==> src/rtl/ddr_capture_seq.sv <==
// Triggered capture sequencer: streams valid samples into a circular capture
// memory before a trigger, then stores a programmed number of post-trigger
// samples and stops with done_o set.
module ddr_capture_seq #(
  parameter int g_addr_width = 6,
  parameter int g_data_width = 64
) (
  input  logic                    clk_i,
  input  logic                    rst_i,
  input  logic                    arm_i,
  input  logic                    abort_i,
  input  logic                    trig_i,
  input  logic [g_addr_width-1:0] post_count_i,
  input  logic                    sample_valid_i,
  input  logic [g_data_width-1:0] sample_dat_i,
  output logic [g_addr_width-1:0] mem_adr_o,
  output logic                    mem_we_o,
  output logic [g_data_width-1:0] mem_dat_o,
  output logic                    busy_o,
  output logic                    done_o,
  output logic                    wrapped_o,
  output logic [g_addr_width-1:0] trig_adr_o
);

  typedef enum logic [1:0] {S_IDLE, S_PRE, S_POST, S_DONE} state_t;

  state_t                  r_state,   w_state_nx;
  logic [g_addr_width-1:0] r_wptr,    w_wptr_nx;
  logic [g_addr_width-1:0] r_remain,  w_remain_nx;
  logic                    r_tpend,   w_tpend_nx;
  logic                    r_done,    w_done_nx;
  logic                    r_wrapped, w_wrapped_nx;
  logic [g_addr_width-1:0] r_tadr,    w_tadr_nx;
  logic                    r_we,      w_we_nx;
  logic [g_addr_width-1:0] r_adr,     w_adr_nx;
  logic [g_data_width-1:0] r_dat,     w_dat_nx;
  logic                    w_write;
  logic                    w_final;

  // State and datapath registers, cleared asynchronously by rst_i
  always_ff @(posedge clk_i or posedge rst_i) begin
    if (rst_i) begin
      r_state   <= S_IDLE;
      r_wptr    <= '0;
      r_remain  <= '0;
      r_tpend   <= 1'b0;
      r_done    <= 1'b0;
      r_wrapped <= 1'b0;
      r_tadr    <= '0;
      r_we      <= 1'b0;
      r_adr     <= '0;
      r_dat     <= '0;
    end else begin
      r_state   <= w_state_nx;
      r_wptr    <= w_wptr_nx;
      r_remain  <= w_remain_nx;
      r_tpend   <= w_tpend_nx;
      r_done    <= w_done_nx;
      r_wrapped <= w_wrapped_nx;
      r_tadr    <= w_tadr_nx;
      r_we      <= w_we_nx;
      r_adr     <= w_adr_nx;
      r_dat     <= w_dat_nx;
    end
  end

  // Next-state, counter and write-port decode; abort overrides everything
  always_comb begin
    w_state_nx   = r_state;
    w_wptr_nx    = r_wptr;
    w_remain_nx  = r_remain;
    w_tpend_nx   = r_tpend;
    w_done_nx    = r_done;
    w_wrapped_nx = r_wrapped;
    w_tadr_nx    = r_tadr;
    w_we_nx      = 1'b0;
    w_adr_nx     = r_adr;
    w_dat_nx     = r_dat;
    w_write      = 1'b0;
    w_final      = 1'b0;

    if (abort_i) begin
      w_state_nx   = S_IDLE;
      w_done_nx    = 1'b0;
      w_wrapped_nx = 1'b0;
    end else begin
      unique case (r_state)
        S_IDLE, S_DONE: begin
          if (arm_i) begin
            w_state_nx   = S_PRE;
            w_wptr_nx    = '0;
            w_remain_nx  = post_count_i;
            w_tpend_nx   = 1'b0;
            w_done_nx    = 1'b0;
            w_wrapped_nx = 1'b0;
          end
        end
        S_PRE: begin
          if (sample_valid_i) begin
            w_write = 1'b1;
            if (&r_wptr) w_wrapped_nx = 1'b1;
          end
          if (trig_i) begin
            w_tadr_nx = r_wptr;
            if (sample_valid_i) begin
              // Trigger sample written now; a zero post count finishes here
              w_tpend_nx = 1'b0;
              if (r_remain == '0) w_final = 1'b1;
              else                w_state_nx = S_POST;
            end else begin
              // Next valid sample becomes the trigger sample
              w_tpend_nx = 1'b1;
              w_state_nx = S_POST;
            end
          end
        end
        S_POST: begin
          if (sample_valid_i) begin
            w_write = 1'b1;
            if (r_tpend) begin
              w_tpend_nx = 1'b0;
              if (r_remain == '0) w_final = 1'b1;
            end else begin
              w_remain_nx = r_remain - 1'b1;
              if (r_remain == {{(g_addr_width-1){1'b0}}, 1'b1}) w_final = 1'b1;
            end
          end
        end
        default: w_state_nx = S_IDLE;
      endcase
    end

    if (w_final) begin
      w_state_nx = S_DONE;
      w_done_nx  = 1'b1;
    end

    if (w_write) begin
      w_we_nx   = 1'b1;
      w_adr_nx  = r_wptr;
      w_dat_nx  = sample_dat_i;
      w_wptr_nx = r_wptr + 1'b1;
    end
  end

  assign mem_adr_o  = r_adr;
  assign mem_we_o   = r_we;
  assign mem_dat_o  = r_dat;
  assign busy_o     = (r_state == S_PRE) || (r_state == S_POST);
  assign done_o     = r_done;
  assign wrapped_o  = r_wrapped;
  assign trig_adr_o = r_tadr;

endmodule

==> config.mk <==
export PLATFORM = sky130hd
export DESIGN_NAME = ddr_capture_seq
export DESIGN_NICKNAME = d
export VERILOG_FILES = /design/src/rtl/ddr_capture_seq.sv
export SDC_FILE = /design/constraint.sdc
export NUM_CORES = 1
export LEC_CHECK = 0
export BUFFER_PORTS_ARGS = -buffer_cell sky130_fd_sc_hd__buf_2
export CORE_UTILIZATION = 48
export DETAILED_ROUTE_END_ITERATION = 6
export GPL_TIMING_DRIVEN = 0
export MAX_ROUTING_LAYER = met4
export PLACE_DENSITY_LB_ADDON = 0.15
export SETUP_SLACK_MARGIN = 0.2
export SLEW_MARGIN = 20
export SYNTH_ARGS = -nofsm -noshare
export SYNTH_HDL_FRONTEND = slang
export SYNTH_SLANG_ARGS = --single-unit
==> constraint.sdc <==
create_clock -name clk_i -period 4.2 [get_ports clk_i]
set_clock_uncertainty 0.2 [all_clocks]
set_input_delay 0.84 -clock clk_i [delete_from_list [all_inputs] [get_ports clk_i]]
set_output_delay 0.84 -clock clk_i [all_outputs]
set_load 0.05 [all_outputs]
==> impl_metrics.py <==
metrics = {
    "worst_setup_path": {
        "critPathRequiredTime_ps": 3160,
        "r2r-start": "r_state[0]",
        "r2r_end": "mem_dat_o[61]",
        "cp-endpoint": "busy_o",
        "startpoint": "r_state[0]",
        "path_class": "flop to output pin",
        "critPathArrivalTime_ps": 1580,
        "startpoint_type": "flop",
        "rrSetupSlack_ps": 1740,
        "cp_max_fo": 7,
        "cp-end-kind": "output pin",
        "r2r_cells": 6,
    },
    "yosys": {
        "ys.flop_type": "dfrtp_1",
        "avgSynthCellArea_um2": 13.98,
        "synth_nets": 363,
        "ys_warn_count": 0,
        "synthCells": 281,
        "yosysSeqAreaShare_pct": 59.87,
        "synth_area_um2": 3929,
        "synth_edf_count": 0,
        "synth_cell_type_count": 39,
        "synthArstFlopShare_pct": 100.0,
        "ys_seq_elements": 94,
    },
    "power_and_ir_drop": {
        "leakagePower_nw": 2.524,
        "peakVddDrop_mv": 0.5419,
        "p_per_area_nw_per_um2": 921.3,
        "p_total_w": 0.004693,
    },
    "route": {
        "antenna_left": 0,
        "drt-initial-drc-count": 75,
        "wl_per_cell_um": 14.26,
        "drtPass1Iterations": 4,
        "vias": 2807,
        "routed_wl_um": 7886,
        "post_drt_via_cell_ratio": 5.076,
        "drc_errors": 0,
    },
    "global_route": {
        "grt_pass1_vias": 2822,
        "grt_max_degree": 79,
        "grt_overflow": 0,
        "grt_usage_pct": 20.12,
        "grt_first_pass_wirelength_um": 13050,
        "antenna_found_initial": 0,
    },
    "run_status": {
        "status": "completed",
    },
    "finish": {
        "most-common-layout-cells": "buf_2, dfrtp_1, mux2_2",
        "design_area_um2": 5094,
        "layout_commonest_cell": "buf_2",
        "areaGrowthSynthToFinish_pct": 29.65,
        "antenna_cells": 0,
        "fillerInstances": 622,
        "drive_above_1_share_pct": 57.21,
        "nNetsFinal": 529,
        "multi_input_area_um2": 1460,
        "ff_latch_area_um2": 2352,
    },
    "sta": {
        "slew_violations": 0,
        "clock.fmax_mhz": 382.1,
        "hold_viol": 0,
        "fin_crit_sh_pct": 62.31,
        "max_slew_margin_pct": 56.01,
        "layout_min_cycle_time_ps": 2617,
        "worst-slew-pin-transition_ps": 654.9,
        "grt_setup_unrepaired": "no",
        "setup_violations": 0,
        "fin_ws_ps": 1583,
        "fin_setup_tns_ps": 0,
        "whs_ps": 202.6,
    },
    "clock_network": {
        "cts_tree": "built",
        "cts_max_level": 3,
        "root_buffer": "clkbuf_8",
        "cts_buffer_depth": 2,
        "ctsResizeCount": 0,
        "worstSkewPairLatency_ps": 340,
        "numCtsBuffers": 9,
        "post_cts_buffers": 0,
        "clk_pin_slew_worst_paths_ps": 90,
        "cts_hold_buf": 0,
        "clock_sinks": 94,
    },
    "placement": {
        "placed_cell_area_um2": 4860,
        "gp_congestion": 0.8348,
        "hpwl_um": 5883,
        "io_buffers": 154,
        "pre_cts_slack_ps": 1533,
    },
    "floorplanning": {
        "num_rows": 32,
        "start_util_pct": 50.32,
        "core_um2": 7807,
        "die_x_um": 92.47,
        "chipHeight_um": 92.47,
        "dieArea_um2": 8551,
        "ios": 156,
    },
    "run": {
        "drv_cap": 0,
    },
    "worst_hold_path": {
        "hold_path.class": "input port to async pin",
    },
}
## where the power goes
part / switching (W) / total (W) / internal (W)
logic: 0.00177 / 0.00250 / 0.000728
clock network: 0.000306 / 0.000701 / 0.000395
registers: 0.000197 / 0.00149 / 0.00129
total: 0.00228 / 0.00469 / 0.00242
## routing by layer
layer | vias up | global-route usage [%] | wire length (µm)
li1 | 1325 | - | -
met1 | 1371 | 26.01 | 3470
met2 | 102 | 32.04 | 3872
met3 | 9 | 3.530 | 433
met4 | 0 | 7.292 | 109
met5 | - | - | 0
## Yosys cell counts (2+ instances only)
master	count	area [µm²]
dfrtp_1	94	2352
mux2_2	70	788.3
nor2_1	14	52.55
nand2_1	11	41.29
inv_1	9	33.78
mux2_1	8	90.09
a21oi_1	7	35.03
buf_2	6	30.03
ha_1	6	75.07
o22a_1	6	52.55
buf_4	4	30.03
nor2b_1	4	25.02
mux2i_1	3	30.03
nand4_1	3	18.77
o21ai_0	3	15.01
or3_1	3	18.77
xor2_1	3	26.28
a211oi_1	2	15.01
a21oi_2	2	17.52
a22o_1	2	17.52
a41oi_1	2	17.52
nand3_1	2	10.01
## worst max-delay path, stage by stage (launching register included)
cell,delay (ps)
dfrtp_1,370
inv_1,60
ha_1,400
inv_1,140
buf_2,270
## per-stage QoR
step,instances,utilization (%)
after global routing,553,65.24
after global placement,537,61.83
after detailed placement,538,62.24
after CTS,553,65.24
final,553,65.24
after floorplan,281,-
## kinds of logic (layout without fill, tap and decap cells)
| kind of cell | Yosys count | after routing | share of synthesized area (%) |
|---|---|---|---|
| AO/OA/AOI/OAI | 34 | 34 | 6.624 |
| flip-flops | 94 | 94 | 59.87 |
| multiplexers | 81 | 81 | 23.12 |
| XOR/XNOR | 3 | 3 | 0.6689 |
| buffers and inverters | 23 | 193 | 2.961 |
| adder cells (fa/ha/maj) | 6 | 6 | 1.911 |
| AND/OR/NAND/NOR | 40 | 40 | 4.841 |
## worst min path at each step
stage,to
2_1_floorplan,r_remain[5]
3_3_place_gp,mem_dat_o[11]
3_5_place_dp,mem_dat_o[11]
4_1_cts,mem_dat_o[2]
5_1_grt,mem_dat_o[55]
6_report,mem_dat_o[1]
## area by class of cell
type	count	area share [%]
sequential	94	46.18
multi-input combinational	164	28.67
timing repair buffer	155	15.67
clock buffer	10	2.506
tap	102	2.506
clock inverter	5	2.088
buffer	13	1.548
inverter	10	0.8352
## sequential cells by signal, indices dropped and copies added (netlist names)
name,flops
done_o,1
mem_adr_o,6
mem_dat_o,64
mem_we_o,1
r_remain,6
r_state,2
r_tpend,1
r_wptr,6
trig_adr_o,6
wrapped_o,1
No activity file was read; power rests on OpenSTA's default activity.
